File: src/rtl/strobe_check_if.sv
// Bus between a strobe_check monitor and whoever drives and reads it.
// master drives the observed strobes and controls and reads the status.
// slave is the monitor side.
interface strobe_check_if #(
    parameter int ERR_W = 16
) ();
    logic             enable;
    logic [7:0]       rate;
    logic             strobe_in;
    logic             strobe;
    logic             clear_err;
    logic             locked;
    logic             err;
    logic [ERR_W-1:0] err_count;
    logic [8:0]       period;
    logic             err_sticky;

    modport master (
        output enable, rate, strobe_in, strobe, clear_err,
        input  locked, err, err_count, period, err_sticky
    );

    modport slave (
        input  enable, rate, strobe_in, strobe, clear_err,
        output locked, err, err_count, period, err_sticky
    );
endinterface

File: src/rtl/strobe_check.sv
// strobe_check: receive-side health monitor for a divided-strobe chain.
// It checks that one strobe arrives every rate+1 qualifier pulses.
// It flags early, late and unqualified strobes.
// It reports lock, an error pulse, a saturating error count and the last
// measured period.
// Optional feature: define STROBE_CHECK_STICKY_EN to build the sticky
// error flag. Without that macro, err_sticky is held at 0.
module strobe_check #(
    parameter int LOCK_COUNT = 4,
    parameter int ERR_W      = 16
) (
    input logic           clock,
    input logic           reset,
    strobe_check_if.slave bus
);
    localparam logic [1:0] ST_IDLE   = 2'd0;
    localparam logic [1:0] ST_ACQ    = 2'd1;
    localparam logic [1:0] ST_TRACK  = 2'd2;
    localparam logic [1:0] ST_LOCKED = 2'd3;

    localparam logic [3:0]       GOOD_MAX = 4'(LOCK_COUNT);
    localparam logic [ERR_W-1:0] ERR_MAX  = {ERR_W{1'b1}};

    logic [1:0]       state_reg, state_next;
    logic [7:0]       cnt_reg, cnt_next;
    logic [3:0]       good_reg, good_next;
    logic [7:0]       rate_q_reg, rate_q_next;
    logic             locked_reg, locked_next;
    logic             err_reg;
    logic [ERR_W-1:0] err_count_reg, err_count_next;
    logic [8:0]       period_reg, period_next;
    logic             err_hit;

    // Next-state decision. The enable check comes first, then the rate
    // change check, then the strobe checks. At most one error per cycle.
    always_comb begin
        state_next  = state_reg;
        cnt_next    = cnt_reg;
        good_next   = good_reg;
        rate_q_next = rate_q_reg;
        locked_next = locked_reg;
        period_next = period_reg;
        err_hit     = 1'b0;

        if (!bus.enable) begin
            state_next  = ST_IDLE;
            cnt_next    = 8'd0;
            good_next   = 4'd0;
            locked_next = 1'b0;
        end else if (state_reg == ST_IDLE) begin
            state_next  = ST_ACQ;
            rate_q_next = bus.rate;
        end else if (bus.rate != rate_q_reg) begin
            // A new ratio means the old measurement is meaningless.
            // Restart acquisition silently.
            rate_q_next = bus.rate;
            state_next  = ST_ACQ;
            cnt_next    = 8'd0;
            good_next   = 4'd0;
            locked_next = 1'b0;
        end else if (bus.strobe && !bus.strobe_in) begin
            // Unqualified strobe: report it, but leave the interval untouched.
            err_hit = 1'b1;
        end else if (bus.strobe_in) begin
            if (state_reg == ST_ACQ) begin
                if (bus.strobe) begin
                    state_next = ST_TRACK;
                    cnt_next   = 8'd0;
                    good_next  = 4'd0;
                end
            end else if (!bus.strobe) begin
                if (cnt_reg == rate_q_reg) begin
                    // The expected strobe did not come: late.
                    err_hit    = 1'b1;
                    state_next = ST_ACQ;
                    cnt_next   = 8'd0;
                    good_next  = 4'd0;
                end else begin
                    cnt_next = cnt_reg + 8'd1;
                end
            end else begin
                period_next = {1'b0, cnt_reg} + 9'd1;
                cnt_next    = 8'd0;
                if (cnt_reg == rate_q_reg) begin
                    if (good_reg >= GOOD_MAX - 4'd1) begin
                        good_next   = GOOD_MAX;
                        state_next  = ST_LOCKED;
                        locked_next = 1'b1;
                    end else begin
                        good_next = good_reg + 4'd1;
                    end
                end else begin
                    // Early strobe: this strobe starts the next interval.
                    err_hit    = 1'b1;
                    good_next  = 4'd0;
                    state_next = ST_TRACK;
                end
            end
        end

        if (err_hit) begin
            locked_next = 1'b0;
        end
    end

    // Error counter: clear first, then count, so clear plus error gives 1.
    always_comb begin
        err_count_next = bus.clear_err ? '0 : err_count_reg;
        if (err_hit && err_count_next != ERR_MAX) begin
            err_count_next = err_count_next + 1'b1;
        end
    end

    // State and output registers.
    always_ff @(posedge clock) begin
        if (!reset) begin
            state_reg     <= ST_IDLE;
            cnt_reg       <= 8'd0;
            good_reg      <= 4'd0;
            rate_q_reg    <= 8'd0;
            locked_reg    <= 1'b0;
            err_reg       <= 1'b0;
            err_count_reg <= '0;
            period_reg    <= 9'd0;
        end else begin
            state_reg     <= state_next;
            cnt_reg       <= cnt_next;
            good_reg      <= good_next;
            rate_q_reg    <= rate_q_next;
            locked_reg    <= locked_next;
            err_reg       <= err_hit;
            err_count_reg <= err_count_next;
            period_reg    <= period_next;
        end
    end

    assign bus.locked    = locked_reg;
    assign bus.err       = err_reg;
    assign bus.err_count = err_count_reg;
    assign bus.period    = period_reg;

`ifdef STROBE_CHECK_STICKY_EN
    logic sticky_reg;

    // Sticky flag: an error wins over a clear in the same cycle.
    always_ff @(posedge clock) begin
        if (!reset) begin
            sticky_reg <= 1'b0;
        end else if (err_hit) begin
            sticky_reg <= 1'b1;
        end else if (bus.clear_err) begin
            sticky_reg <= 1'b0;
        end
    end

    assign bus.err_sticky = sticky_reg;
`else
    assign bus.err_sticky = 1'b0;
`endif
endmodule

File: src/flat_wrapper.sv
// flat-port wrapper written by rule: the top's interface ports become plain ports
module strobe_check_flat 
#(
    parameter int LOCK_COUNT = 4,
    parameter int ERR_W      = 16
)
  (clock, reset, bus_enable, bus_rate, bus_strobe_in, bus_strobe, bus_clear_err, bus_locked, bus_err, bus_err_count, bus_period, bus_err_sticky);
  strobe_check_if #(.ERR_W(ERR_W)) bus_i ();
  input logic clock;
  input logic reset;
  input wire logic [$bits(bus_i.enable)-1:0] bus_enable;
  input wire logic [$bits(bus_i.rate)-1:0] bus_rate;
  input wire logic [$bits(bus_i.strobe_in)-1:0] bus_strobe_in;
  input wire logic [$bits(bus_i.strobe)-1:0] bus_strobe;
  input wire logic [$bits(bus_i.clear_err)-1:0] bus_clear_err;
  output wire logic [$bits(bus_i.locked)-1:0] bus_locked;
  output wire logic [$bits(bus_i.err)-1:0] bus_err;
  output wire logic [$bits(bus_i.err_count)-1:0] bus_err_count;
  output wire logic [$bits(bus_i.period)-1:0] bus_period;
  output wire logic [$bits(bus_i.err_sticky)-1:0] bus_err_sticky;
  assign bus_i.enable = bus_enable;
  assign bus_i.rate = bus_rate;
  assign bus_i.strobe_in = bus_strobe_in;
  assign bus_i.strobe = bus_strobe;
  assign bus_i.clear_err = bus_clear_err;
  assign bus_locked = bus_i.locked;
  assign bus_err = bus_i.err;
  assign bus_err_count = bus_i.err_count;
  assign bus_period = bus_i.period;
  assign bus_err_sticky = bus_i.err_sticky;
  strobe_check #(.LOCK_COUNT(LOCK_COUNT), .ERR_W(ERR_W)) u_core (.clock(clock), .reset(reset), .bus(bus_i));
endmodule
File: config.mk
export PLATFORM = sky130hd
export DESIGN_NAME = strobe_check_flat
export DESIGN_NICKNAME = d
export VERILOG_FILES = /design/src/rtl/strobe_check_if.sv /design/src/rtl/strobe_check.sv /design/src/flat_wrapper.sv
export SDC_FILE = /design/constraint.sdc
export NUM_CORES = 1
export LEC_CHECK = 0
export CORE_ASPECT_RATIO = 1.75
export CORE_UTILIZATION = 57
export DETAILED_ROUTE_END_ITERATION = 8
export PLACE_DENSITY_LB_ADDON = 0.05
export SYNTH_ARGS = -nofsm -noshare
export SYNTH_HDL_FRONTEND = slang
export SYNTH_SLANG_ARGS = --single-unit
export TNS_END_PERCENT = 20
File: constraint.sdc
create_clock -name clock -period 7.2 [get_ports clock]
set_clock_uncertainty 0.05 [all_clocks]
set_input_delay 1.44 -clock clock [delete_from_list [all_inputs] [get_ports clock]]
set_output_delay 1.44 -clock clock [all_outputs]
set_load 0.005 [all_outputs]
==> flow_metrics.env <==
export IMPL_slew_violations=0
export IMPL_synthTopCellsByArea="dfxtp_1, nand2_1, xnor2_1"
export IMPL_drive_above_1_share_pct=4.89
export IMPL_hold_buffers=0
export IMPL_worst_setup_path_start_kind="primary input"
export IMPL_start_util_pct=60.8
export IMPL_slew_headroom_pct=49.4
export IMPL_status="complete, no violations"
export IMPL_final_nets=366
export IMPL_comb_power_share_pct=8.4
export IMPL_finalCriticalPeriod_ns=3.91
export IMPL_worst_endpoint_arrival_ns=4.06
export IMPL_reg2reg_from="u_core.cnt_reg[4]$_SDFFE_PN0P_"
export IMPL_clk_latency_ns=0.31
export IMPL_required_ns=7.35
export IMPL_syn_area_um2=2540
export IMPL_synth_top_area_share_pct=38.5
export IMPL_setup_violations=0
export IMPL_cts_repair_resized=0
export IMPL_ant_nets=0
export IMPL_seq_area_frac_synth_pct=38.5
export IMPL_core_um2=4190
export IMPL_grt_max_degree=24
export IMPL_crit_type="in2reg"
export IMPL_max_clock_freq_ghz=0.256
export IMPL_grt_pass1_vias=2204
export IMPL_dieArea_um2=4750
export IMPL_die_y_um=90.4
export IMPL_portBuffers=40
export IMPL_min_path_cells=2
export IMPL_cts_post_setup_buffers_inserted=0
export IMPL_wl_um=6240
export IMPL_place_area_um2=2980
export IMPL_track_usage_pct=27.6
export IMPL_dp_hpwl_um=4660
export IMPL_cts_buffer_depth=2
export IMPL_largest_register_ffs=16
export IMPL_vias=2352
export IMPL_num_rows=31
export IMPL_reg2reg_depth=10
export IMPL_synth_nets=325
export IMPL_clk_pin_slew_worst_paths_ns=0.09
export IMPL_whs_ns=0.406
export IMPL_slowest_delay_ns=0.58
export IMPL_rsz0062_at_grt="no"
export IMPL_yosys_warnings=0
export IMPL_max_slew_worst_pin_slew_ns=0.759
export IMPL_reg2reg_to="u_core.bus.err_count[13]$_SDFF_PN0_"
export IMPL_synth_ff_type="dfxtp_1"
export IMPL_antenna_found_initial=0
export IMPL_grt_first_pass_wirelength_um=9870
export IMPL_clock_sinks=49
export IMPL_synth_distinct_cells=44
export IMPL_hold_class="reg2reg"
export IMPL_synth_seq_cells=49
export IMPL_area_growth_pct=21.7
export IMPL_hold_start="u_core.good_reg[2]$_SDFFE_PN0P_"
export IMPL_power_density_nw_per_um2=170
export IMPL_n_antenna_cell=0
export IMPL_dr_first_iter_drc_count=79
export IMPL_swShare_pct=23.1
export IMPL_reg2reg_slack_ns=4.24
export IMPL_dieWidth_um=52.5
export IMPL_synth_edff_count=0
export IMPL_hold_viol=0
export IMPL_min_to="u_core.good_reg[2]$_SDFFE_PN0P_"
export IMPL_syn_area_per_cell_um2=8.32
export IMPL_root_buffer="clkbuf_8"
export IMPL_cp_end_kind="flip-flop"
export IMPL_final_area_um2=3100
export IMPL_fin_crit_sh_pct=54.2
export IMPL_p_leak_uw=0.00115
export IMPL_gp_congestion=0.775
export IMPL_io_pins=42
export IMPL_yosysTopAreaCell="dfxtp_1"
export IMPL_drc=0
export IMPL_first_pass_iters=4
export IMPL_cts_made_buffers=5
export IMPL_setup_tns_ns=0
export IMPL_crit_fanout=10
export IMPL_htreeDepth=2
export IMPL_finalPower_uw=526
export IMPL_crit_slowest_cell="clkdlybuf4s50_1"
export IMPL_tritoncts="done"
export IMPL_routedWlPerCell_um=15.7
export IMPL_synthArstFlopShare_pct=0
export IMPL_p_sw_uw=122
export IMPL_vdd_ir_drop_max_mv=0.152
export IMPL_drv_cap=0
export IMPL_p_int_uw=404
export IMPL_seqPwrFrac_pct=52.7
export IMPL_grt_overflow=0
export IMPL_routed_via_density=5.92
export IMPL_power_frac_clock_pct=39.0
export IMPL_path_cells="clkdlybuf4s50_1 > nor2b_1 > ha_1 > and4b_1 > nand3_1 > nor3b_1 > nor3_2 > and3_1 > o21a_1"
export IMPL_syn_inst=306
-- layer usage --
metal / global-route usage (%) / vias up / routed length [µm] / part of all wire, %
met5: 0 / - / 0 / 0
met4: 14.0 / 0 / 215 / 3.4
met3: 3.54 / 19 / 206 / 3.3
met2: 53.2 / 62 / 3560 / 57
met1: 26.1 / 1105 / 2260 / 36
li1: - / 1166 / - / -
-- metrics by stage --
step	util, %	instances	setup slack [ns]
detailed placement	71.1	389	3.05
CTS	73.9	397	3.39
finish	73.9	397	3.29
global route	73.9	397	3.08
floorplan	-	306	3.98
global placement	71.1	389	3.24
-- area by class of cell --
| class | count | area, µm² |
|---|---|---|
| well taps | 49 | 61.3 |
| clock inverters | 1 | 30.0 |
| fillers | 356 | 1090 |
| inverters | 8 | 30.0 |
| clock buffers | 7 | 86.3 |
| repair buffers | 40 | 400 |
| flip-flops and latches | 49 | 981 |
| multi-input cells | 243 | 1510 |
-- worst max-delay path, delay by kind of cell --
family	cells	cell delay, ns
AO/OA/AOI/OAI	1	0.17
adder cells (fa/ha/maj)	1	0.21
AND/OR/NAND/NOR	6	1.66
buffers and inverters	1	0.58
-- synth_stat cells, drive strengths merged, types with 4 or more instances --
library cell  instances
o21ai                11
o21a                  5
and3                  5
xor2                  9
or3                   8
a21oi                20
nor2                 23
dfxtp                49
nand3                21
nand2                45
clkbuf                4
mux2i                 9
inv                   8
a21o                  6
ha                    5
nor2b                 6
nand2b                4
xnor2                15
nor4                  8
nand4                 8
nor3                  7
-- power by group through the flow --
stage / Combinational, µW / Sequential [µW] / Clock (µW)
2_1_floorplan: 27.8 / 282 / 0
3_3_place_gp: 42.7 / 283 / 0
3_5_place_dp: 43.8 / 283 / 0
4_1_cts: 44.0 / 277 / 209
5_1_grt: 47.7 / 277 / 219
6_report: 44.0 / 277 / 205
-- worst max-delay path by stage --
| stage | start | to | slack, ns |
|---|---|---|---|
| after global routing | bus_clear_err | u_core.bus.err_count[4]$_SDFF_PN0_ | 3.08 |
| after CTS | bus_clear_err | u_core.bus.err_count[4]$_SDFF_PN0_ | 3.39 |
| after detailed placement | bus_clear_err | u_core.bus.err_count[4]$_SDFF_PN0_ | 3.05 |
| after floorplan | bus_rate[6] | u_core.bus.err_count[13]$_SDFF_PN0_ | 3.98 |
| after global placement | bus_clear_err | u_core.bus.err_count[4]$_SDFF_PN0_ | 3.24 |
| final | bus_clear_err | u_core.bus.err_count[4]$_SDFF_PN0_ | 3.29 |
-- cell usage in the layout, fill, tap and decap left out, types with 9 or more instances in the layout --
cell type        instances
o21ai_0                 11
a21oi_1                 20
xnor2_1                 15
dfxtp_1                 49
clkdlybuf4s50_1         40
mux2i_1                  9
nor2_1                  22
nand3_1                 20
nand2_1                 45
xor2_1                   9
-- cells by family (layout without fill, tap and decap cells) --
logic type / count (synthesis) / count (layout) / share of synthesized area [%]
adder cells (fa/ha/maj): 5 / 5 / 2.46
AO/OA/AOI/OAI: 54 / 54 / 12.9
multiplexers: 9 / 9 / 3.54
AND/OR/NAND/NOR: 150 / 150 / 31.9
XOR/XNOR: 24 / 24 / 8.26
flip-flops: 49 / 49 / 38.5
buffers and inverters: 14 / 56 / 2.21
other: 1 / 1 / 0.147
No activity file was read; power rests on OpenSTA's default activity.
